===== config.mk =====
export PLATFORM = sky130hd
export DESIGN_NAME = uart_tx_cfg
export DESIGN_NICKNAME = d
export VERILOG_FILES = /design/src/rtl/uart_pkg.sv /design/src/rtl/uart_tx_cfg.sv
export SDC_FILE = /design/constraint.sdc
export NUM_CORES = 1
export LEC_CHECK = 0
export BUFFER_PORTS_ARGS = -buffer_cell sky130_fd_sc_hd__buf_2
export CAP_MARGIN = 20
export CORE_ASPECT_RATIO = 0.5
export CORE_MARGIN = 3
export CORE_UTILIZATION = 30
export DETAILED_ROUTE_END_ITERATION = 8
export PLACE_DENSITY = 0.49
export SKIP_LAST_GASP = 1
export SLEW_MARGIN = 20
export SYNTH_ARGS = -nofsm -noshare
export SYNTH_HDL_FRONTEND = slang
export SYNTH_SLANG_ARGS = --single-unit

===== constraint.sdc =====
create_clock -name clk_i -period 3.6 [get_ports clk_i]
set_input_delay 0.18 -clock clk_i [delete_from_list [all_inputs] [get_ports clk_i]]
set_output_delay 0.18 -clock clk_i [all_outputs]
set_load 0.05 [all_outputs]

===== src/rtl/uart_pkg.sv =====
// uart_pkg: shared types and helpers for the configurable UART transmitter.
// The optional line-break state is compiled in when UART_TX_BREAK_EN is defined.
package uart_pkg;

  // Transmitter states; BREAK exists only when break support is built in.
  typedef enum logic [2:0] {
    ST_IDLE,
    ST_START,
    ST_DATA,
    ST_PARITY,
    ST_STOP
`ifdef UART_TX_BREAK_EN
    , ST_BREAK
`endif
  } state_e;

  // Data-bit count encoding (5..8 bits).
  typedef enum logic [1:0] {
    BITS_5 = 2'b00,
    BITS_6 = 2'b01,
    BITS_7 = 2'b10,
    BITS_8 = 2'b11
  } bits_e;

  // Parity encoding; 2'b11 is an alias for "no parity".
  typedef enum logic [1:0] {
    PAR_NONE     = 2'b00,
    PAR_EVEN     = 2'b01,
    PAR_ODD      = 2'b10,
    PAR_NONE_ALT = 2'b11
  } parity_e;

  // Stop-bit encoding; 2'b11 is an alias for two stop bits.
  typedef enum logic [1:0] {
    STOP_1     = 2'b00,
    STOP_1P5   = 2'b01,
    STOP_2     = 2'b10,
    STOP_2_ALT = 2'b11
  } stop_e;

  // Number of data bits carried by a frame.
  function automatic int data_bits(bits_e b);
    return 5 + int'(b);
  endfunction

  // True when a parity bit follows the data bits.
  function automatic logic parity_enabled(parity_e p);
    return (p == PAR_EVEN) || (p == PAR_ODD);
  endfunction

  // Length of the stop period in baud ticks.
  function automatic int stop_ticks(stop_e s, int os);
    int t;
    case (s)
      STOP_1:   t = os;
      STOP_1P5: t = (3 * os) / 2;
      default:  t = 2 * os;
    endcase
    return t;
  endfunction

  // Even parity (XOR) of the low n bits of a word; higher bits are ignored.
  function automatic logic masked_parity(logic [7:0] d, int n);
    logic p;
    p = 1'b0;
    for (int i = 0; i < 8; i++) begin
      if (i < n) p = p ^ d[i];
    end
    return p;
  endfunction

endpackage


===== src/rtl/uart_tx_cfg.sv =====
// uart_tx_cfg: run-time configurable UART transmitter (5-8 data bits,
// none/even/odd parity, 1/1.5/2 stop bits) paced by an external baud tick
// (OVERSAMPLE ticks per bit). Define UART_TX_BREAK_EN to add the break_i
// input and the BREAK state.
module uart_tx_cfg
  import uart_pkg::*;
#(
  parameter int MAX_WORD_BITS = 8,
  parameter int OVERSAMPLE    = 16
) (
  input  logic                     clk_i,
  input  logic                     reset_i,
  input  logic                     baud_i,
  input  logic [1:0]               cfg_bits_i,
  input  logic [1:0]               cfg_parity_i,
  input  logic [1:0]               cfg_stop_i,
  input  logic                     tx_valid_i,
  input  logic [MAX_WORD_BITS-1:0] tx_data_i,
`ifdef UART_TX_BREAK_EN
  input  logic                     break_i,
`endif
  output logic                     tx_ready_o,
  output logic                     tx_busy_o,
  output logic                     tx_done_o,
  output logic                     tx_o
);

  localparam int                TICK_W   = $clog2(2 * OVERSAMPLE);
  localparam logic [TICK_W-1:0] BIT_LAST = TICK_W'(OVERSAMPLE - 1);

  state_e                   r_state;
  logic [TICK_W-1:0]        r_tick;
  logic [2:0]               r_bit_idx;
  logic [MAX_WORD_BITS-1:0] r_shift;
  bits_e                    r_bits;
  parity_e                  r_parity;
  stop_e                    r_stop;
  logic                     r_par_bit;
  logic                     r_frame;   // 1: data frame (pulse done), 0: break recovery
  logic                     r_tx;
  logic                     r_ready;
  logic                     r_busy;
  logic                     r_done;

  logic [TICK_W-1:0]        w_stop_last;
  logic                     w_bit_end;
  logic                     w_stop_end;
  logic                     w_last_bit;
  logic                     w_par_bit;

  // Tick index of the final stop tick for the latched stop setting.
  assign w_stop_last = TICK_W'(stop_ticks(r_stop, OVERSAMPLE) - 1);
  assign w_bit_end   = baud_i && (r_tick == BIT_LAST);
  assign w_stop_end  = baud_i && (r_tick == w_stop_last);
  assign w_last_bit  = (r_bit_idx == 3'(data_bits(r_bits) - 1));

  // Parity bit of the incoming word, computed once at acceptance.
  assign w_par_bit = masked_parity(tx_data_i[7:0], data_bits(bits_e'(cfg_bits_i)))
                   ^ (parity_e'(cfg_parity_i) == PAR_ODD);

  // Frame sequencer: state, tick/bit counters, shift register and registered outputs.
  // NOTE: every register here uses <= so all updates see the pre-edge values;
  // blocking assignments would make r_tx depend on statement order.
  always_ff @(posedge clk_i or posedge reset_i) begin
    if (reset_i) begin
      r_state   <= ST_IDLE;
      r_tick    <= '0;
      r_bit_idx <= '0;
      r_shift   <= '0;
      r_bits    <= BITS_5;
      r_parity  <= PAR_NONE;
      r_stop    <= STOP_1;
      r_par_bit <= 1'b0;
      r_frame   <= 1'b0;
      r_tx      <= 1'b1;
      r_ready   <= 1'b1;
      r_busy    <= 1'b0;
      r_done    <= 1'b0;
    end else begin
      r_done <= 1'b0;
      case (r_state)
        ST_IDLE: begin
`ifdef UART_TX_BREAK_EN
          if (break_i) begin
            r_state <= ST_BREAK;
            r_stop  <= stop_e'(cfg_stop_i);
            r_frame <= 1'b0;
            r_tx    <= 1'b0;
            r_ready <= 1'b0;
            r_busy  <= 1'b1;
          end else
`endif
          if (tx_valid_i) begin
            r_state   <= ST_START;
            r_shift   <= tx_data_i;
            r_bits    <= bits_e'(cfg_bits_i);
            r_parity  <= parity_e'(cfg_parity_i);
            r_stop    <= stop_e'(cfg_stop_i);
            r_par_bit <= w_par_bit;
            r_bit_idx <= '0;
            r_frame   <= 1'b1;
            r_tx      <= 1'b0;
            r_ready   <= 1'b0;
            r_busy    <= 1'b1;
          end
        end

        ST_START: begin
          if (w_bit_end) begin
            r_state <= ST_DATA;
            r_tick  <= '0;
            r_tx    <= r_shift[0];
          end else if (baud_i) begin
            r_tick <= r_tick + 1'b1;
          end
        end

        ST_DATA: begin
          if (w_bit_end) begin
            r_tick <= '0;
            if (!w_last_bit) begin
              r_shift   <= r_shift >> 1;
              r_tx      <= r_shift[1];
              r_bit_idx <= r_bit_idx + 1'b1;
            end else if (parity_enabled(r_parity)) begin
              r_state <= ST_PARITY;
              r_tx    <= r_par_bit;
            end else begin
              r_state <= ST_STOP;
              r_tx    <= 1'b1;
            end
          end else if (baud_i) begin
            r_tick <= r_tick + 1'b1;
          end
        end

        ST_PARITY: begin
          if (w_bit_end) begin
            r_state <= ST_STOP;
            r_tick  <= '0;
            r_tx    <= 1'b1;
          end else if (baud_i) begin
            r_tick <= r_tick + 1'b1;
          end
        end

        ST_STOP: begin
          if (w_stop_end) begin
            r_state <= ST_IDLE;
            r_tick  <= '0;
            r_ready <= 1'b1;
            r_busy  <= 1'b0;
            r_done  <= r_frame;
          end else if (baud_i) begin
            r_tick <= r_tick + 1'b1;
          end
        end

`ifdef UART_TX_BREAK_EN
        ST_BREAK: begin
          if (!break_i) begin
            r_state <= ST_STOP;
            r_tick  <= '0;
            r_tx    <= 1'b1;
          end
        end
`endif

        default: begin
          r_state <= ST_IDLE;
          r_tick  <= '0;
          r_tx    <= 1'b1;
          r_ready <= 1'b1;
          r_busy  <= 1'b0;
        end
      endcase
    end
  end

`ifdef UART_TX_BREAK_EN
  // A rising break_i in IDLE wins over tx_valid_i, so ready drops in that same
  // cycle to keep upstream from seeing a handshake that never happens.
  assign tx_ready_o = r_ready && !break_i;
`else
  assign tx_ready_o = r_ready;
`endif
  assign tx_busy_o = r_busy;
  assign tx_done_o = r_done;
  assign tx_o      = r_tx;

endmodule


# After elaboration in Yosys (flattened, before gate mapping)
# Index checks and enable logic that the tools add are counted.
dict set report word_totals {
  ff_bits 31
  latch_bits 0
  ramBits 0
  romBits 0
  inputBits 18
  output_inout_bits 4
  wordCells 110
  mem_count 0
}
dict set report classes {
  addsub 6
  n_mul 0
  div_mod_pow 0
  n_lt_le_gt_ge 8
  n_eq_ne 18
  shift 0
  mux 43
  bitwise 10
  reduce_logical 12
}
# cell n
set ops {}
lappend ops {{$mux W3} 10}
lappend ops {{$mux W8} 3}
lappend ops {{$mux W1} 19}
lappend ops {{$lt A3 B4 Y1 const A} 4}
lappend ops {{$pmux W8 S2} 1}
lappend ops {{$mux W5} 3}
lappend ops {{$pmux W3 S5} 1}
lappend ops {{$pmux W5 S3} 1}
lappend ops {{$ne A2 B2 Y1 const B} 7}
lappend ops {{$pmux W5 S2} 1}
lappend ops {{$lt A1 B4 Y1 const A} 2}
lappend ops {{$lt A2 B4 Y1 const A} 2}
lappend ops {{$xor A1 B1 Y1} 8}
lappend ops {{$eq A3 B2 Y1 const B} 2}
lappend ops {{$pmux W1 S3} 2}
lappend ops {{$pmux W3 S2} 1}
lappend ops {{$reduce_and A6 Y1} 1}
lappend ops {{$add A5 B1 Y5 const B} 1}
lappend ops {{$eq A5 B4 Y1 const B} 1}
lappend ops {{$eq A5 B5 Y1} 1}
lappend ops {{$pmux W1 S5} 1}
lappend ops {{$reduce_and A5 Y1} 1}
lappend ops {{$sub A5 B2 Y5 const B} 1}
lappend ops {{$add A3 B2 Y4 const A} 1}
lappend ops {{18 further kinds} 22}

# Longest topological paths before layout
# Gate-level depths: netlist of run 1.
dict set report depth {
  word_depth 18
  depth_mapped 9
  mapped_depth_nobuf 8
}

# Worst setup path before layout of run 1
# Ideal clock, no wire load.
dict set report synth_path {
  path_type {reg-to-reg}
  from {register r_tick[0]}
  to {register r_shift[0]}
  setup_time_ps 128
  arrival_time_ps 1856
  required_ps 3472
  setup_slack_ps 1616
  stages_incl_launch_ff 10
  path_buffers 2
  period_less_slack_ps 1984
  path_cell_list {dfrtp_1 > ha_1 > and3_1 > ha_1 > and2_1 > clkbuf_1 > nand4_2 > and2_0 > clkbuf_1 > a21oi_1}
}
dict set report synth_via {
  elab_chain_cells 4
}
# item line_no
set synth_rtl {}
lappend synth_rtl {{start, declared} uart_tx_cfg.sv:32} ;# logic [TICK_W-1:0] r_tick;
lappend synth_rtl {{start signal, assigned} uart_tx_cfg.sv:114} ;# r_tick <= r_tick + 1'b1;
lappend synth_rtl {{start signal, assigned} uart_tx_cfg.sv:133} ;# r_tick <= r_tick + 1'b1;
lappend synth_rtl {{start signal, assigned} uart_tx_cfg.sv:143} ;# r_tick <= r_tick + 1'b1;
lappend synth_rtl {{$eq A5 B4 Y1} uart_tx_cfg.sv:53} ;# assign w_bit_end = baud_i && (r_tick == BIT_LAST);
lappend synth_rtl {{$logic_and A1 B1 Y1} uart_tx_cfg.sv:53}
lappend synth_rtl {{$ne A2 B2 Y1 (no line)} --}
lappend synth_rtl {{$reduce_and A4 Y1 (no line)} --}
lappend synth_rtl {{end signal, assigned} uart_tx_cfg.sv:95} ;# r_shift <= tx_data_i;
lappend synth_rtl {{end signal, assigned} uart_tx_cfg.sv:122} ;# r_shift <= r_shift >> 1;
lappend synth_rtl {{end, declared} uart_tx_cfg.sv:34} ;# logic [MAX_WORD_BITS-1:0] r_shift;
# No other way between the ends.
# A chain may end at the register's enable or synchronous reset.

# Final worst setup path of run 1
# Ends and elaborated chain as after synthesis.

==> results of run 1 <==
[per-stage QoR]
stage	std cells	setup slack (ps)
3_3_place_gp	261	1520
2_1_floorplan	180	1620
3_5_place_dp	261	1470
5_1_grt	270	1210
6_report	270	1460
4_1_cts	270	1450
[logic make-up after synthesis]
kind of cell,synth area share (%)
and+or+nand+nor,15.1
AOI/OAI and AO/OA,22.1
DFF,45.3
xor gates and xnor gates,5.09
buffers and inverters,5.17
adders and majority gates,2.18
muxes,5.09
[metal layers]
metal / global-route usage (%) / routed length, µm / part of all wire, % / vias to the layer above
li1: - / - / - / 683
met1: 16.7 / 1900 / 51 / 635
met2: 18.5 / 1610 / 43 / 22
met3: 3.47 / 136 / 3.7 / 5
met4: 5.14 / 56 / 1.5 / 0
met5: 0 / 0 / 0 / -
[cell usage in the layout, fill, tap and decap left out, drive strengths merged, types with 2 or more instances in the layout]
cell,count
a21oi,21
a22o,2
a31oi,3
a32o,2
and2,2
and3,2
buf,22
clkbuf,7
dfrtp,29
dfstp,2
ha,3
inv,11
mux2,6
mux2i,2
nand2,15
nand2b,2
nand3,6
nand4,3
nor2,7
nor3,2
o21a,3
o21ai,13
o22ai,10
xnor2,9
[what timing repair did]
action                                 4_1_cts  5_1_grt
endpoints found under the hold margin       23        0
resized for setup                            0        0
hold buffers                                 1        0
[power by group]
part           internal (mW)  leakage (nW)  switching (mW)
Sequential             0.488         0.363           0.132
Clock                  0.273        0.0739           0.143
Combinational          0.221         0.430           0.283
Total                  0.982         0.867           0.558
[final timing paths]
| check | start | to | slack (ps) |
|---|---|---|---|
| setup / recovery | r_tick[0] | r_shift[0] | 1460 |
| hold / removal | cfg_stop_i[1] | r_stop[1] | 140 |
| setup reg to reg | r_tick[0] | r_shift[0] | 1460 |
| hold reg to reg | r_frame | r_frame | 460 |
| max in group asynchronous | reset_i | tx_o | 2750 |
| min in group asynchronous | reset_i | r_parity[0] | 530 |
[state kept, by name, indices dropped and copies added, names as in the netlist]
signal	cells
r_frame	1
tx_o	1
tx_done_o	1
r_state	3
r_stop	2
tx_ready_o	1
r_bit_idx	3
r_bits	2
r_par_bit	1
tx_busy_o	1
r_tick	5
r_parity	2
r_shift	8
[layout make-up]
cell class,count,area [µm²]
fill,554,3200
clock buffer,7,143
sequential,31,778
tap,70,87.6
timing repair buffer,23,123
clock inverter,1,5.00
inverter,11,41.3
multi-input combinational,127,852
==> results.toml, run 1 <==
[cts]
cts_buffers = 5
clockRootBuffer = "clkbuf_16"
postCtsSetupBuffers = 0
clk_latency_ps = 280
clk_pin_slew_ps = 50
cts_tree = "done"
cts.sinks = 31
cts-htree-levels = 2
cts_max_path_buffers = 2

[yosys]
ys_warn_count = 0
yosysTopAreaCell = "dfrtp_1"
ys_seq_area_share_pct = 45.3
ys_async_sr_fraction_pct = 100
synth-edff-count = 0
mappedNetlistArea_mm2 = 0.00172
syn_nets = 201
ys_ff_latch = 31
yosys.area.top_type_share_pct = 42.2
synth_cells = 180
syn-mean-instance-area_um2 = 9.55
ys.flop_type = "dfrtp_1"
synth_cell_types = 45
synthTopCellsByArea = "dfrtp_1, a21oi_1, xnor2_1, mux2_2, o21ai_0"
yosysMostFrequentCell = "dfrtp_1"
netlist_top_cells_count = "dfrtp_1, a21oi_1, nand2_1, o21ai_0, inv_1"

[floorplan]
io_pins = 22
rows = 18
core_area_mm2 = 0.00523
die_height_um = 59.5
die_w_um = 113
initial_utilization_pct = 32.9
dieArea_mm2 = 0.00673

[power]
peakVddDrop_mv = 0.216
finalPower_mw = 1.54
p_leak_nw = 0.867
power.density_mw_per_mm2 = 759

[outcome]
outcome = "completed"

[sta]
final.period_utilization_pct = 59.4
hold_violations = 0
max_slew_margin_pct = 61.8
finalSetupViolations = 0
worst_pin_slew_ps = 573
skew_ps = 5.03
max_freq_mhz = 468
slew_viol_final = 0
rsz0062_at_grt = "no"
finalCriticalPeriod_ps = 2140
fin_tns_setup_ps = 0
hold_ws_ps = 142

[setup_path]
worstSetupPathDepth = 7
worstRegToRegCells = 7
critPathBufInv = 0
timing.critical_path.mode_cell = "ha_1"
crit_family = "simple AND/OR/NAND/NOR gates"
worstPathRequired_ps = 3800
crit_path_start_kind = "flip-flop"
slowest_delay_ps = 380
worstSetupPathType = "flip-flop to flip-flop"
cp.arrival_ps = 2330
path_max_fanout = 9
slowest_stage = "dfrtp_1"
worstPathCellList = "ha_1 > and3_1 > ha_1 > and2_1 > nand4_2 > and2_0 > a21oi_1"
endpoint_kind = "flip-flop"

[placement]
io_buffers = 21
dp.final_hpwl_mm = 2.62
place_congestion = 0.784
placed_cell_area_mm2 = 0.00187

[detailed_routing]
drc = 0
drt-total-wl_mm = 3.71
wire_per_inst_um = 13.7
drt_iter0_drc = 55
ant_nets = 0
via_per_inst = 4.98
vias = 1345
first_pass_iters = 4

[grt]
grt_use_total_pct = 12.3
grt_max_degree = 32
gr-total-overflow = 0
grt_first_pass_wirelength_mm = 6.38
antenna_found_initial = 0
grt_pass1_vias = 1324

[final_layout]
fin_util_pct = 38.8
num_antenna_cells = 0
layout.nets = 220
drive_above_1_share_pct = 22.5
area_delta_synth_final_pct = 18.0
final_area_mm2 = 0.00203

[worst_hold_path]
worstHoldPathType = "input pin to flip-flop"
whs_path_depth = 2

[job]
drv_cap = 0
(Power assumes the default switching activity.)
==> run 2, diff against run 1 <==
ABC_AREA = 1   (was unset)
clock period = 2.1 ns   (was 3.6 ns; I/O delays follow)
==> run 2 against run 1 <==
First-iteration DRC count shrank 13%. Critical endpoint is now r_shift[1]. Hold slack got worse by 110 ps. Combinational power grew to 2.8 times the previous value. Highest routed layer unchanged. Setup slack worse by 1200 ps. Synthesized cell count rose by 47%. Routed wire length rose by 9.6%. Register-to-register slack got worse by 1200 ps. Maximum frequency up 18%. Critical path depth rose by 5.
==> results.toml, run 2 <==
[outcome]
outcome = "completed"

[sta]
fin_tns_setup_ps = 0
hold_violations = 0
rsz0062_at_grt = "no"
skew_ps = 2.48
max_freq_mhz = 551
finalSetupViolations = 0
max_slew_margin_pct = 71.6
slew_viol_final = 0
worst_pin_slew_ps = 427
final.period_utilization_pct = 86.4
finalCriticalPeriod_ps = 1810

[setup_path]
worstPathRequired_ps = 2270
cp.arrival_ps = 1990
path_max_fanout = 15
crit_path_start_kind = "flip-flop"
worstSetupPathType = "flip-flop to flip-flop"
worstRegToRegCells = 12
endpoint_kind = "flip-flop"

[floorplan]
initial_utilization_pct = 32.7
die_w_um = 118
dieArea_mm2 = 0.00731
io_pins = 22
rows = 19
die_height_um = 62.0
core_area_mm2 = 0.00575

[yosys]
synth_cells = 265
yosys.area.top_type_share_pct = 38.6
ys_warn_count = 0
ys_seq_area_share_pct = 41.4
mappedNetlistArea_mm2 = 0.00188
ys_async_sr_fraction_pct = 100
ys_ff_latch = 31
syn_nets = 286
syn-mean-instance-area_um2 = 7.10
yosysMostFrequentCell = "nand2_1"
netlist_top_cells_count = "nand2_1, inv_1, dfrtp_1, nand2_2, nor2_1"
yosysTopAreaCell = "dfrtp_1"
ys.flop_type = "dfrtp_1"
synth-edff-count = 0
synth_cell_types = 28
synthTopCellsByArea = "dfrtp_1, nand2_1, inv_1, nand2_2, nand3_1"

[power]
internal_power_mw = 1.85
p_leak_nw = 1.19
peakVddDrop_mv = 0.431
finalPower_mw = 3.24
switchingPower_mw = 1.39
combPwrFrac_pct = 44.1
pwr-share-seq_pct = 32.6
swShare_pct = 43.0
power.density_mw_per_mm2 = 1460
p_clk_share_pct = 23.3

[placement]
placed_cell_area_mm2 = 0.00206
dp.final_hpwl_mm = 3.03
io_buffers = 21
place_congestion = 0.770

[detailed_routing]
drt-total-wl_mm = 4.07
vias = 1600
via_per_inst = 4.24
wire_per_inst_um = 10.8
drt_iter0_drc = 48
first_pass_iters = 4
drc = 0
ant_nets = 0

[cts]
clk_pin_slew_ps = 50
cts-htree-levels = 2
cts.sinks = 31
clockRootBuffer = "clkbuf_16"
cts_max_path_buffers = 2
cts_tree = "done"
clk_latency_ps = 280
cts_buffers = 5

[final_layout]
largest_reg_flops = 8
reg.largest.list = "r_shift (8), r_tick (5)"
final_area_mm2 = 0.00222
regMostFlops = "r_shift"
layout.nets = 313
mostFrequentLayoutCell = "nand2_1"
num_antenna_cells = 0
area_delta_synth_final_pct = 18.3
final_cell_mix = "nand2_1, inv_1, dfrtp_1"
drive_above_1_share_pct = 21.8

[grt]
gr-total-overflow = 0
grt_max_degree = 32
grt_use_total_pct = 12.2
grt_pass1_vias = 1505
grt_first_pass_wirelength_mm = 6.91
antenna_found_initial = 0

[job]
drv_cap = 0

[worst_hold_path]
whs_path_depth = 3
worstHoldPathType = "input pin to flip-flop"
run 2: cell types whose count changed in the layout (fill, tap and decap cells not counted), moves of 8 or more:
cell / change
a21oi_1: -19
inv_1: +19
inv_2: +8
nand2_1: +89
nand2_2: +15
nor2_1: +10
o21ai_1: +8
o22ai_1: -9
xnor2_1: -8
run 2: power by group through the flow:
| stage | Clock [mW] | Sequential [mW] | Combinational (mW) |
|---|---|---|---|
| 6_report | 0.754 | 1.05 | 1.43 |
| 5_1_grt | 0.803 | 1.09 | 1.67 |
| 4_1_cts | 0.777 | 1.06 | 1.46 |
| 3_5_place_dp | 0 | 1.06 | 1.45 |
| 3_3_place_gp | 0 | 1.06 | 1.43 |
| 2_1_floorplan | 0 | 1.11 | 1.16 |
run 2: worst paths after layout:
check | start | slack, ps | end
min in group asynchronous | reset_i | 460 | r_bits[1]
max in group asynchronous | reset_i | 1300 | tx_o
min | cfg_stop_i[0] | 30 | r_stop[0]
min reg2reg | r_frame | 450 | r_frame
max reg2reg | r_tick[0] | 290 | r_shift[1]
max | r_tick[0] | 290 | r_shift[1]
run 2: timing repair:
item,4_1_cts,5_1_grt
setup endpoints to repair,0,0
hold buffers,1,0
hold endpoints to repair,29,0
gates resized for setup,0,0
setup buffers,0,0
run 2: critical path, cell delays in order (launching register included):
cell,delay [ps]
dfrtp_1,410
ha_1,230
nand2_1,100
nor2_1,50
ha_1,180
nand2_1,120
nand2_2,70
nand2_2,80
inv_2,40
nand2_4,190
inv_2,110
nand2_1,90
nand2_2,40
run 2: area by class of cell:
class	count	area, µm²
Inverter	38	143
Fill cell	636	3530
Clock buffer	8	156
Multi-Input combinational cell	191	905
Timing Repair Buffer	25	138
Tap cell	84	105
Sequential cell	31	778
run 2: layer usage:
layer	wire length, µm	track usage (%)	share of wire, %
met5	0	0	0
met2	1670	20.1	41
met1	2160	15.4	53
met3	139	3.16	3.4
met4	90	6.50	2.2
run 2: logic make-up after synthesis:
group           Yosys count  share of synthesized area [%]
flops                    31                           41.4
fa+ha+maj                 3                           2.00
xor+xnor                  4                           1.86
buf+inv                  43                           10.5
simple gates            155                           35.4
compound gates           29                           8.85
run 2: metrics by stage:
step	worst slack [ps]	util [%]	cells	hold WS, ps
after floorplan	555	-	265	207
after global placement	330	35.8	368	212
after detailed placement	285	35.8	368	217
after CTS	271	38.7	377	22.0
after global routing	89.6	38.7	377	42.5
final	286	38.7	377	29.1
